[config.mk]
export PLATFORM = sky130hd
export DESIGN_NAME = data_mem_arbiter
export DESIGN_NICKNAME = d
export VERILOG_FILES = /design/src/rtl/mem_arb_pkg.sv /design/src/rtl/data_mem_arbiter.sv
export SDC_FILE = /design/constraint.sdc
export NUM_CORES = 1
export LEC_CHECK = 0
export CAP_MARGIN = 20
export CORE_AREA = 2 2 110 112
export CTS_CLUSTER_DIAMETER = 150
export DETAILED_ROUTE_END_ITERATION = 12
export DIE_AREA = 0 0 112 114
export SETUP_SLACK_MARGIN = 0.4
export SLEW_MARGIN = 10
export SYNTH_ARGS = -nofsm -noshare
export SYNTH_HDL_FRONTEND = slang
export SYNTH_SLANG_ARGS = --single-unit
[constraint.sdc]
create_clock -name clock -period 4.3 [get_ports clock]
set_input_delay 1.29 -clock clock [delete_from_list [all_inputs] [get_ports clock]]
set_output_delay 1.29 -clock clock [all_outputs]
set_load 0.1 [all_outputs]
[src/rtl/mem_arb_pkg.sv]
// Shared types and constants for the data RAM arbiter.
package mem_arb_pkg;

  typedef enum logic [1:0] {
    OWN_NONE = 2'd0,
    OWN_P    = 2'd1,
    OWN_D    = 2'd2
  } owner_t;

  localparam int unsigned STALL_CNT_W = 16;
  localparam logic [STALL_CNT_W-1:0] STALL_CNT_MAX = '1;

endpackage

[src/rtl/data_mem_arbiter.sv]
// Single-port data RAM arbiter: pipeline MEM stage vs. debug read port, with
// starvation guard for debug and read-return routing by owner tracking.
module data_mem_arbiter
  import mem_arb_pkg::*;
#(
  parameter int unsigned DW         = 32,
  parameter int unsigned AW         = 32,
  parameter int unsigned STARVE_MAX = 3
) (
  input  logic                   clock,
  input  logic                   reset,
  input  logic                   p_req,
  input  logic                   p_we,
  input  logic [AW-1:0]          p_addr,
  input  logic [DW-1:0]          p_wdata,
  output logic                   p_stall,
  output logic                   p_rvalid,
  output logic [DW-1:0]          p_rdata,
  input  logic                   d_req,
  input  logic [AW-1:0]          d_addr,
  output logic                   d_gnt,
  output logic                   d_rvalid,
  output logic [DW-1:0]          d_rdata,
  output logic                   mem_en,
  output logic                   mem_we,
  output logic [AW-1:0]          mem_addr,
  output logic [DW-1:0]          mem_wdata,
  input  logic [DW-1:0]          mem_rdata,
  output logic [STALL_CNT_W-1:0] stall_count
);

  localparam logic [3:0] StarveLim = 4'(STARVE_MAX);

  logic                   grant_p;
  logic                   grant_d;
  logic [3:0]             starve_q, starve_d;
  owner_t                 owner_q, owner_d;
  logic [STALL_CNT_W-1:0] stall_cnt_q, stall_cnt_d;

  // Debug wins when the pipeline is idle or debug has been denied long enough.
  always_comb begin
    grant_d = d_req & (~p_req | (starve_q == StarveLim));
    grant_p = p_req & ~grant_d;
  end

  always_comb begin
    p_stall = p_req & ~grant_p;
    d_gnt   = grant_d;
    // Keep the RAM quiet while reset is held, regardless of requests.
    mem_en  = (grant_p | grant_d) & ~reset;
    mem_we  = grant_p & p_we & ~reset;
    if (grant_d) begin
      mem_addr  = d_addr;
      mem_wdata = '0;
    end else if (grant_p) begin
      mem_addr  = p_addr;
      mem_wdata = p_wdata;
    end else begin
      mem_addr  = '0;
      mem_wdata = '0;
    end
  end

  always_comb begin
    p_rvalid = (owner_q == OWN_P);
    d_rvalid = (owner_q == OWN_D);
    p_rdata  = p_rvalid ? mem_rdata : '0;
    d_rdata  = d_rvalid ? mem_rdata : '0;
    stall_count = stall_cnt_q;
  end

  always_comb begin
    starve_d = starve_q;
    if (grant_d || !d_req) begin
      starve_d = '0;
    end else if (starve_q < StarveLim) begin
      starve_d = starve_q + 4'd1;
    end

    if (grant_d) begin
      owner_d = OWN_D;
    end else if (grant_p && !p_we) begin
      owner_d = OWN_P;
    end else begin
      owner_d = OWN_NONE;
    end

    stall_cnt_d = stall_cnt_q;
    if (p_stall && (stall_cnt_q != STALL_CNT_MAX)) begin
      stall_cnt_d = stall_cnt_q + 1'b1;
    end
  end

  always_ff @(posedge clock or posedge reset) begin
    if (reset) begin
      owner_q     <= OWN_NONE;
      starve_q    <= '0;
      stall_cnt_q <= '0;
    end else begin
      owner_q     <= owner_d;
      starve_q    <= starve_d;
      stall_cnt_q <= stall_cnt_d;
    end
  end

endmodule

==> results, run 1 <==
- The first-pass GRT wire length is 18.6 mm.
- The sequential cell area in the final layout is 551 sq um.
- The number of synthesized register bits is 22.
- The first TritonRoute pass finished after 4 iterations.
- The final max-slew violation count is 0.
- Power spread over the standard cell area amounts to roughly 210 nW/um^2.
- The type of the tightest min-delay check is register to register.
- After detailed routing, the number of remaining DRC violations is 0.
- The number of cells on the worst hold path is 1.
- The number of nets handed over by synthesis was 443.
- The startpoint of the most critical register-to-register path is starve_q[0]$_DFFE_PP0P_.
- The net count reported at finish is 737.
- After layout, the worst path uses 89.1% of the clock period.
- Clock skew on the completed layout was measured at 0.00248 ns.
- The number of sinks handled by clock tree synthesis is 22.
- For met1 alone, demand over resource in global routing was 21.2%.
- The maximum achievable frequency is 0.261 GHz.
- The initial antenna violation count is 0.
- The worst pin sits at a relative slew slack of 32.5%.
- Dividing the detail-routed via count by the number of cells gives 4.37.
- Detailed placement finished with a half-perimeter wire length of 10.5 mm.
- The worst setup path is of the input pin to output port kind.
- The nature of the critical path startpoint is an input pin.
- Fill cells in the final layout number 936.
- The required time of the critical path is ~3.0 ns.
- Yosys mapped the design onto 29 distinct sky130hd cell types.
- The critical path goes through clkdlybuf4s15_1, a21boi_4, buf_12, buf_12, buf_16, buf_12, o21ai_4, buf_12.
- The completed layout was analyzed and its total power is 1560 uW.
- Measured along the y axis, the die boundary spans 114 um.
- The final critical path time including I/O delays and setup is 3.83 ns.
- The total die area is 12800 sq um.
- Relative to the synthesized area, the layout overhead comes to 243%.
- In the final routed layout, each cell accounts on average for between 15 and 20 um.
- In this run the static leakage power is 0.00302 uW.
- The CTS clock-pin slew for the worst setup and hold paths is about 0.06 ns.
- Yosys printed 0 warnings.
- The final total negative setup slack is 0 ns.
- The library cells used most frequently in the layout, excluding fill and tap cells, are sky130_fd_sc_hd__clkdlybuf4s50_1 (146), sky130_fd_sc_hd__buf_12 (142), sky130_fd_sc_hd__nand2_1 (71).
- The count of nets left with antenna violations once routing finished came out at 0.
- The max-capacitance violation count is 0.
- The largest net degree at the start of global routing is 34.
- Setup repair after global routing left no endpoint under its margin.
- The finished cells cover between 7000 and 8000 sq um.
- The mapped netlist covers 2130 sq um.
- The count of endpoints failing setup in the final report is 0.
- The maximum single-stage delay on the critical path is 0.19 ns.
- The repair_antennas step left the layout with diodes totalling 0.
- The commonest non-fill, non-tap cell in the layout is sky130_fd_sc_hd__clkdlybuf4s50_1.
- The measured slew at the worst slew-check pin is 1.01 ns.
- The capture point of the worst reg-to-reg path is stall_count[14]$_DFFE_PP0P_.
- The gate count after technology mapping is slightly above 300.
- The core box area is 11700 sq um.
- The total number of vias is 3267.
- The tree is rooted in a sky130_fd_sc_hd__clkbuf_16.
- For the worst flop-to-flop path, the logic depth is 6.
- The detailed router finished its first iteration with 119 violations.
- The run finished with clean final reports.
- The via count of the first global-routing pass is around 3300.
- The met2 routing resource usage after global routing is 34.3%.
- The terminating pin of the worst hold path is stall_count[14]$_DFFE_PP0P_.
- The share of synthesized area occupied by flip-flops and latches is 25.9%.
- The worst reg-to-reg setup slack is 2.08 ns.
- The worst setup path is captured at an output port.
- Buffers placed on the I/O ports in this run total 282.
- The multi-input combinational cell area is 1950 sq um.
- The number of clock buffers added by TritonCTS is 3.
- For this run the aggregate overflow at the end of global routing stands at 0.
- The most prevalent standard cell on the critical path is sky130_fd_sc_hd__buf_12.
- The routing layer with the top usage in global route is met2.
- In this run the worst path has a maximum fanout of 7.
- The CTS tree is built.
- The cell area after placement is 6990 sq um.
- The number of instances in the placed design is 730.
- The worst path arrival time is ~2.5 ns.
- The number of non-filler instances in the completed layout is 747.
- The cell with the biggest individual delay on the critical path is sky130_fd_sc_hd__clkdlybuf4s15_1.
- Across every metal layer, demand over resource in global routing totals 18.5%.
- The deepest clock path buffer count is 2.
- The congestion estimate from routability-driven global placement came to ~0.75.
- The maximum ir drop on the vdd rail is 0.000152 V.
- The startpoint of the tightest hold check path is stall_count[14]$_DFFE_PP0P_.
- The width of the die is 112 um.
- In the global route stage, met3 resource usage came out at under 10%.
- After detailed routing, the total wire length is 12.5 mm.
- The number of hold violations in the final report is 0.
- A synthesized cell averages 6.91 sq um.
- At the later pin of the worst-skew pair, clock insertion delay measures 0.25 ns.
- In this run the number of H-tree levels came out at 1.
- The I/O pin count is 283.
- Once the floorplan was initialized, standard cells occupied 18.2% of the core.
- The number of standard-cell rows in the floorplan is 40.
- The post-route netlist has about 40% of its cells at a drive strength greater than 1.
-- cells in the mapped netlist (all sizes together) --
| library cell | n | share of area, % |
|---|---|---|
| nand2 | 72 | 13 |
| mux2 | 1 | 0.53 |
| or3b | 1 | 0.41 |
| nand4 | 6 | 1.8 |
| ha | 2 | 1.2 |
| nand3b | 1 | 0.35 |
| a21boi | 1 | 0.35 |
| nor4 | 1 | 0.29 |
| a31oi | 1 | 0.59 |
| nand3 | 7 | 1.6 |
| and3 | 5 | 1.5 |
| nor2b | 4 | 1.2 |
| dfrtp | 22 | 26 |
| o211a | 1 | 0.47 |
| and2 | 97 | 29 |
| nor3 | 3 | 0.94 |
| and4 | 1 | 0.41 |
| nor2 | 5 | 0.88 |
| o21ai | 34 | 8.0 |
| xor2 | 3 | 1.2 |
| or2 | 1 | 0.29 |
| clkbuf | 20 | 3.5 |
| a21oi | 2 | 0.47 |
| or4b | 1 | 0.65 |
| inv | 3 | 0.53 |
| a211oi | 1 | 0.94 |
| xnor2 | 11 | 4.5 |
| or3 | 1 | 0.29 |
-- flip-flops by register name, indices dropped and copies added, names as in the netlist --
name / count
stall_count: 16
starve_q: 4
owner_q: 2
-- how the worst max path moves through the flow --
stage | startpoint | to | slack [ns] | depth (start not counted)
2_1_floorplan | p_req | mem_addr[0] | 0.39 | 6
3_3_place_gp | d_req | mem_addr[10] | 0.18 | 6
3_5_place_dp | p_req | mem_addr[4] | 0.10 | 6
4_1_cts | p_req | mem_wdata[29] | 0.40 | 8
5_1_grt | d_req | mem_wdata[30] | 0.43 | 8
6_report | d_req | mem_addr[23] | 0.47 | 8
-- power by group --
part           internal (uW)  switching [uW]
Sequential               213            10.1
Combinational            455             692
Clock                    123            68.3
-- logic make-up (layout without fill, tap and decap cells) --
kind of cell    count (synthesis)  after routing  share of synthesized area (%)
compound gates                 40             40                           10.8
xor+xnor                       14             14                           5.76
fa+ha+maj                       2              2                           1.18
buf+inv                        23            315                           4.06
flops                          22             22                           25.9
mux                             1              1                          0.529
simple gates                  206            206                           51.8
-- through the flow --
step | utilization, % | worst slack [ns] | hold WS, ns
floorplan | - | 0.393 | 0.518
global placement | 59.7 | 0.182 | 0.477
detailed placement | 59.7 | 0.103 | 0.497
CTS | 62.2 | 0.401 | 0.506
global route | 62.4 | 0.429 | 0.525
finish | 62.4 | 0.467 | 0.506
-- repair_timing --
| action | 4_1_cts | 5_1_grt |
|---|---|---|
| pin swaps | 1 | 6 |
| gates cloned | 2 | 1 |
| endpoints found under the setup margin | 68 | 42 |
| buffers inserted | 11 | 0 |
| hold buffers | 0 | 0 |
| resized for setup | 12 | 2 |
-- metal layers --
metal,share of wire [%],routed length (um),up-vias
met2,52,6580,180
li1,-,-,1582
met5,0,0,-
met4,2.2,273,0
met1,37,4630,1491
met3,8.5,1060,14
-- critical path, delay by kind of cell --
kind | cells | cell delay, ns
AO/OA/AOI/OAI | 2 | 0.32
buffers and inverters | 6 | 0.93
-- final cells by class --
cell class	instances	area share, %
clock buffers	3	1.03
inverters	3	0.154
multi-input cells	263	26.8
flip-flops and latches	22	7.54
well taps	147	2.52
repair buffers	309	62.0
Note: power is estimated with default switching activity, not from simulation.
==> inputs of run 2 (changes only) <==
Settings changed: GPL_TIMING_DRIVEN from default to 0.
==> run 2 against run 1 <==
Net effect:
- setup slack got worse by 0.012 ns
- combinational power fell by 11%
- utilization fell by 7.4 points
- die area did not move
- final area fell by 12%
- sequential power barely moved
- hold slack got worse by 0.0091 ns
- final cell count rose by 1.1%
- non-clock buffer count rose by 5
- critical path depth did not move
- total power fell by 3.9%
- global-route usage fell by 0.54 points
- largest power group unchanged
==> results, run 2 (synthesis gave the netlist of run 1 again) <==
- The die covers roughly 13000 sq um.
- The number of antenna diodes in the final layout is 0.
- CTS built an H-tree with a depth of 1.
- The measured slew at the worst slew-check pin is 0.989 ns.
- The CTS tree is built.
- The number of standard-cell rows in the floorplan is 40.
- For the worst flop-to-flop path, the logic depth is 6.
- The count of input and output buffers is 282.
- The number of flip-flops in the largest register is 16.
- The final antenna-violating net count is 0.
- The nature of the critical path startpoint is an input pin.
- The smallest clock period supported by the final layout is computed as about 3.8 ns.
- In this run, flip-flops and latches consume ~15% of the power.
- The leakage power of the design is 0.00265 uW.
- Setup repair after global routing left no endpoint under its margin.
- The post-detailed-placement half-perimeter wirelength is 9.83 mm.
- Once the floorplan was initialized, standard cells occupied 18.2% of the core.
- Entering global routing, the biggest net connects 14 pins.
- After detailed routing, the total wire length is between 10 and 15 mm.
- In this run the most critical hold path is launched from stall_count[14]$_DFFE_PP0P_.
- The number of cells on the worst hold path is 1.
- After detailed routing, the average wire length per cell comes to 15.9 um.
- The internal portion of the total power is ~750 uW.
- The total congestion overflow is 0.
- In this run the power density over the cells is 233 nW/um^2.
- The max-capacitance violation count is 0.
- Measured against its own limit, the worst slew margin works out to roughly a third.
- The count of endpoints failing setup in the final report is 0.
- In this run, the clock network consumes 17.2% of the power.
- The number of hold violations in the final report came to 0.
- The final instance area is between 6000 and 7000 sq um.
- The type of the worst setup path is input pin to output port.
- The count of TritonRoute iterations in the first routing pass is 4.
- In this run the critical register-to-register path is launched from starve_q[0]$_DFFE_PP0P_.
- VDD sags by at most roughly 0.00013 V.
- The worst register-to-register path ends at stall_count[12]$_DFFE_PP0P_.
- The cell with the biggest individual delay on the critical path is sky130_fd_sc_hd__clkdlybuf4s15_2.
- Across the routed clock network, the largest skew measured is ~0.0013 ns.
- Summed over all nets, the switching power comes to 752 uW.
- The number of sinks handled by clock tree synthesis is 22.
- STA puts the critical path data required time at 3.01 ns.
- The insertion delay of the later-clocked pin in the worst-skew pair is ~0.25 ns.
- The final max-slew violation count was 0.
- The worst path arrival time is 2.55 ns.
- The width of the die is 112 um.
- CTS placed an instance of sky130_fd_sc_hd__clkbuf_16 at the clock tree root.
- The commonest non-fill, non-tap cell in the layout is sky130_fd_sc_hd__clkdlybuf4s50_1.
- The I/O pin count is ~280.
- The die is 114 um tall.
- The total number of vias is 3267.
- The synthesis-to-finish area growth is 202%.
- Global routing used 17.9% of the available tracks.
- The initial DRC count is between 100 and 150.
- The first-pass GRT wire length is 18.5 mm.
- After routing, the total negative slack on setup checks comes to 0 ns.
- In this run, the combinational gates consume 68.0% of the power.
- The ratio of final minimum period to clock period is 89.4%.
- The number of remaining DRC errors is 0.
- In this run the worst hold path is classified as register to register.
- The number of buffers and inverters on the critical path is 5.
- The worst reg-to-reg setup slack is 2.02 ns.
- The flow ran to the end, and the final reports show no timing, DRC or antenna violations.
- The initial antenna violation count is 0.
- The ratio of routed vias to standard cells is between 4 and 5.
- STA classifies the critical path endpoint as an output port.
- The via count of the first global-routing pass was about 3600.
- The floorplan step defined a core boundary enclosing 11700 sq um.
- The congestion estimate from routability-driven global placement came to 0.862.
- The net count reported at finish is 744.
- The biggest fanout along the worst timing path is 8.
- The cell area after placement is 5600 sq um.
- The cts-stage hold buffer count is 0.
- Walking the worst path, the cells encountered are clkdlybuf4s15_2, a21boi_4, clkbuf_8, nor2b_4, buf_12, clkbuf_8, and2_4, buf_12.
- The TritonCTS buffer count is 3.
- Leaving out fill and tap cells, the most frequent cells in the layout are sky130_fd_sc_hd__clkdlybuf4s50_1 (146), sky130_fd_sc_hd__nand2_1 (72), sky130_fd_sc_hd__and2_1 (65), sky130_fd_sc_hd__clkdlybuf4s15_2 (65), sky130_fd_sc_hd__buf_12 (34).
- The maximum single-stage delay on the critical path is 0.22 ns.
- The gate family responsible for the most delay along the worst path is buffers and inverters.
- The maximum achievable frequency is ~0.26 GHz.
- The clock passes through at most 2 buffers.
- The CTS clock-pin slew for the worst setup and hold paths is 0.06 ns.
- The share of the core filled with cells is 54.9%.
- The share of cells above drive strength 1 is approximately two fifths.
- For hold timing, the worst endpoint is stall_count[14]$_DFFE_PP0P_.
- The switching power as a share of total power is 50.1%.
## run 2: how the worst max path moves through the flow
stage,startpoint,endpoint,slack (ns),cells after the start
after global routing,d_req,mem_wdata[12],0.40,8
after CTS,mem_rdata[8],p_rdata[8],0.45,3
after floorplan,p_req,mem_addr[0],0.39,6
final,d_req,mem_wdata[3],0.46,8
after global placement,p_req,mem_addr[21],-1.31,8
after detailed placement,p_req,mem_addr[18],-1.34,8
## run 2: per-stage QoR
stage | hold WS (ns) | setup slack, ns | std cells | power, uW
final | 0.497 | 0.456 | 755 | 1500
after global routing | 0.530 | 0.403 | 755 | 1550
after CTS | 0.500 | 0.446 | 755 | 1510
after detailed placement | 0.492 | -1.34 | 737 | 1160
after global placement | 0.480 | -1.31 | 737 | 1160
after floorplan | 0.518 | 0.393 | 308 | 878
## run 2: worst register-to-register path, delay by kind of cell (launching register included)
kind,cells,cell delay [ns]
and+or+nand+nor,3,1.14
xor gates and xnor gates,1,0.14
AOI/OAI and AO/OA,1,0.32
adders and majority gates,1,0.19
DFF,1,0.37
## run 2: cell type report
| class | instances | area [sq um] |
|---|---|---|
| Inverter | 3 | 15.0 |
| Timing Repair Buffer | 294 | 3440 |
| Clock buffer | 3 | 75.1 |
| Tap cell | 147 | 184 |
| Fill cell | 1050 | 5280 |
| Timing Repair inverter | 1 | 5.00 |
| Multi-Input combinational cell | 264 | 1960 |
| Buffer | 20 | 169 |
| Clock inverter | 1 | 30.0 |
| Sequential cell | 22 | 551 |
## run 2: timing repair
| action | in CTS | in global routing |
|---|---|---|
| pin swaps | 1 | 0 |
| cloned | 5 | 0 |
| buffers inserted | 9 | 0 |
| resized for setup | 772 | 8 |
| endpoints found under the setup margin | 132 | 8 |
## run 2: metal layers
| layer | vias up | routed length, um | share of wire (%) | global-route usage [%] |
|---|---|---|---|---|
| met5 | - | 0 | 0 | 0 |
| met1 | 1482 | 4430 | 37 | 19.5 |
| met4 | 0 | 236 | 2.0 | 4.23 |
| met2 | 177 | 6310 | 53 | 34.5 |
| met3 | 17 | 1040 | 8.6 | 4.84 |
| li1 | 1591 | - | - | - |
## run 2: power by group through the flow
stage	sequential [uW]	clock (uW)	combinational, uW
3_5_place_dp	227	0	933
5_1_grt	224	274	1050
6_report	223	258	1020
2_1_floorplan	256	0	621
4_1_cts	223	266	1020
3_3_place_gp	227	0	930
==> inputs of run 3 (changes only) <==
Settings changed: SKIP_CTS_REPAIR_TIMING from default to 1.
==> run 3 against run 2 <==
Net effect:
- register-to-register slack about the same
- die area unchanged
- sequential power about the same
==> results, run 3 (synthesis gave the netlist of run 1 again) <==
- Combinational logic burns 67.0% of the power.
- The minimum setup slack after placement is -1.34 ns.
- The worst path arrival time is 2.56 ns.
- Setup repair after global routing left no endpoint under its margin.
- The first-pass GRT wire length is 17.2 mm.
- The die is 114 um tall.
- The worst reg-to-reg setup slack is 2.02 ns.
- The register with the most flip-flops in the layout has 16 of them.
- The commonest non-fill, non-tap cell in the layout is sky130_fd_sc_hd__clkdlybuf4s50_1.
- The final max-slew violation count was 0.
- The cell sitting at the root of the clock tree is a sky130_fd_sc_hd__clkbuf_16.
- The maximum achievable frequency is 0.259 GHz.
- The post-detailed-placement half-perimeter wirelength is 9.83 mm.
- For this design the top-level I/O count stands at 283.
- The nature of the critical path startpoint is an input pin.
- The flow ran to the end, and the final reports show no timing, DRC or antenna violations.
- No sink is reached through more buffers than the 2 on the longest clock path.
- Cells fill 50.0% of the core in the end.
- The max-capacitance violation count is 0.
- The routed wirelength normalized by instance count is 15.8 um.
- After the first detailed-routing iteration, the DRC count stood at 122.
- The count of endpoints failing setup in the final report is 0.
- The ratio of routed vias to standard cells is 4.26.
- The total congestion overflow is 0.
- The type of the tightest min-delay check is register to register.
- The worst setup path is of the input pin to output port kind.
- The count of nets left with antenna violations once routing finished came out at 0.
- The sequential share of power is 15.2%.
- The width of the die is 112 um.
- The routed layout has 3211 vias.
- The via count of the first global-routing pass is 3276.
- The final worst slack is about 0.45 ns.
- In the layout the commonest cells are sky130_fd_sc_hd__clkdlybuf4s50_1 (146), sky130_fd_sc_hd__nand2_1 (72), sky130_fd_sc_hd__clkbuf_2 (70).
- The multi-input combinational cells in the finished layout cover a total of about 2000 sq um.
- The number of sinks handled by clock tree synthesis is 22.
- In this run the worst path has a maximum fanout of 9.
- The power share of the clock group is 17.7%.
- The final total negative setup slack is 0 ns.
- The switching power as a share of total power is ~51%.
- Summed over all cells, the static leakage comes to ~0.0027 uW.
- The count of TritonRoute iterations in the first routing pass is 5.
- The initial antenna violation count is 0.
- The die covers 12800 sq um.
- In the final design database the tool counted approximately 740 nets.
- STA classifies the critical path endpoint as an output port.
- The routed wire length is 11.9 mm.
- The net switching power is about 750 uW.
- Counting the fill cells in the layout gives between 1000 and 1500.
- TritonCTS built the clock tree.
- The finished layout holds 754 standard cells, fillers aside.
- The placer's final routability congestion estimate is 0.862.
- For the final database, setup skew stands at a little over 0.002 ns.
- The number of diodes added for antenna fixing is 0.
- The number of instances in the placed design is 737.
- The maximum ir drop on the vdd rail is roughly 0.00013 V.
- The insertion delay of the later-clocked pin in the worst-skew pair is 0.25 ns.
- Entering global routing, the biggest net connects 24 pins.
- Compared with the post-synthesis result, the final layout area differs by 175%.
- The core box area is around 12000 sq um.
- The required time of the critical path is 3.01 ns.
- Clock-pin slew was measured on the worst setup and hold paths at 0.06 ns.
- The measured slew at the worst slew-check pin is 0.988 ns.
- The post-route netlist has 39.2% of its cells at a drive strength greater than 1.
- The count of input and output buffers is 282.
- The starting density of the core is 18.2%.
- In the routed design, unresolved DRC markers number 0.
- CTS built an H-tree with a depth of 1.
- The sequential cell area in the final layout is 551 sq um.
- Dividing total power by cell area gives a power density of between 200 and 250 nW/um^2.
- Cell internal power was estimated by the tool at 713 uW.
- The ratio of final minimum period to clock period is 89.6%.
- The number of standard-cell rows in the floorplan is 40.
- Across every metal layer, demand over resource in global routing totals between 10% and 20%.
- Headroom to the max-slew limit came out at between 30% and 40%.
- TritonCTS created 3 clock buffers.
- The number of hold violations in the final report is 0.
- The clock period could shrink to approximately 3.9 ns.
-- run 3: routing by layer --
| layer | track usage [%] | up-vias | wire, um | share of wire [%] |
|---|---|---|---|---|
| li1 | - | 1588 | - | - |
| met1 | 18.9 | 1438 | 4440 | 37 |
| met2 | 31.3 | 172 | 6200 | 52 |
| met3 | 4.14 | 13 | 1100 | 9.2 |
| met4 | 3.17 | 0 | 148 | 1.2 |
| met5 | 0 | - | 0 | 0 |
-- run 3: worst paths after layout --
kind                                            startpoint                     endpoint  cells after the start
worst max register to register     starve_q[0]$_DFFE_PP0P_  stall_count[12]$_DFFE_PP0P_                      6
worst min-delay path            stall_count[5]$_DFFE_PP0P_   stall_count[5]$_DFFE_PP0P_                      1
max in group asynchronous                            reset         owner_q[0]$_DFF_PP0_                      2
worst min register to register  stall_count[5]$_DFFE_PP0P_   stall_count[5]$_DFFE_PP0P_                      1
worst max-delay path                                 p_req                mem_wdata[15]                      9
min in group asynchronous                            reset      starve_q[3]$_DFFE_PP0P_                      3
-- run 3: worst max-delay path: stages --
cell and delay (ns):
sky130_fd_sc_hd__dlymetal6s2s_1 0.14, sky130_fd_sc_hd__buf_6 0.14, sky130_fd_sc_hd__a21boi_4 0.17, sky130_fd_sc_hd__buf_6 0.16
sky130_fd_sc_hd__nor2b_4 0.05, sky130_fd_sc_hd__buf_12 0.13, sky130_fd_sc_hd__buf_4 0.15, sky130_fd_sc_hd__and2_4 0.16
sky130_fd_sc_hd__buf_12 0.16
-- run 3: area by class of cell --
| class | count | share of cell area, % |
|---|---|---|
| repair buffers | 294 | 49.5 |
| clock inverters | 1 | 0.512 |
| inverters | 3 | 0.256 |
| repair inverters | 1 | 0.0854 |
| multi-input cells | 263 | 33.3 |
| plain buffers | 20 | 2.54 |
| flip-flops and latches | 22 | 9.40 |
| well taps | 147 | 3.14 |
| clock buffers | 3 | 1.28 |
-- run 3: power groups by stage --
stage	sequential [uW]	combinational, uW	clock (uW)
6_report	223	980	259
3_3_place_gp	227	930	0
3_5_place_dp	227	933	0
2_1_floorplan	256	621	0
5_1_grt	224	1010	274
4_1_cts	223	936	266
-- run 3: stage by stage --
step	hold WS [ns]	total power [uW]	instance area, sq um
6_report	0.497	1460	5860
2_1_floorplan	0.518	878	2600
4_1_cts	0.500	1420	5710
5_1_grt	0.530	1510	5860
3_3_place_gp	0.480	1160	5600
3_5_place_dp	0.492	1160	5600
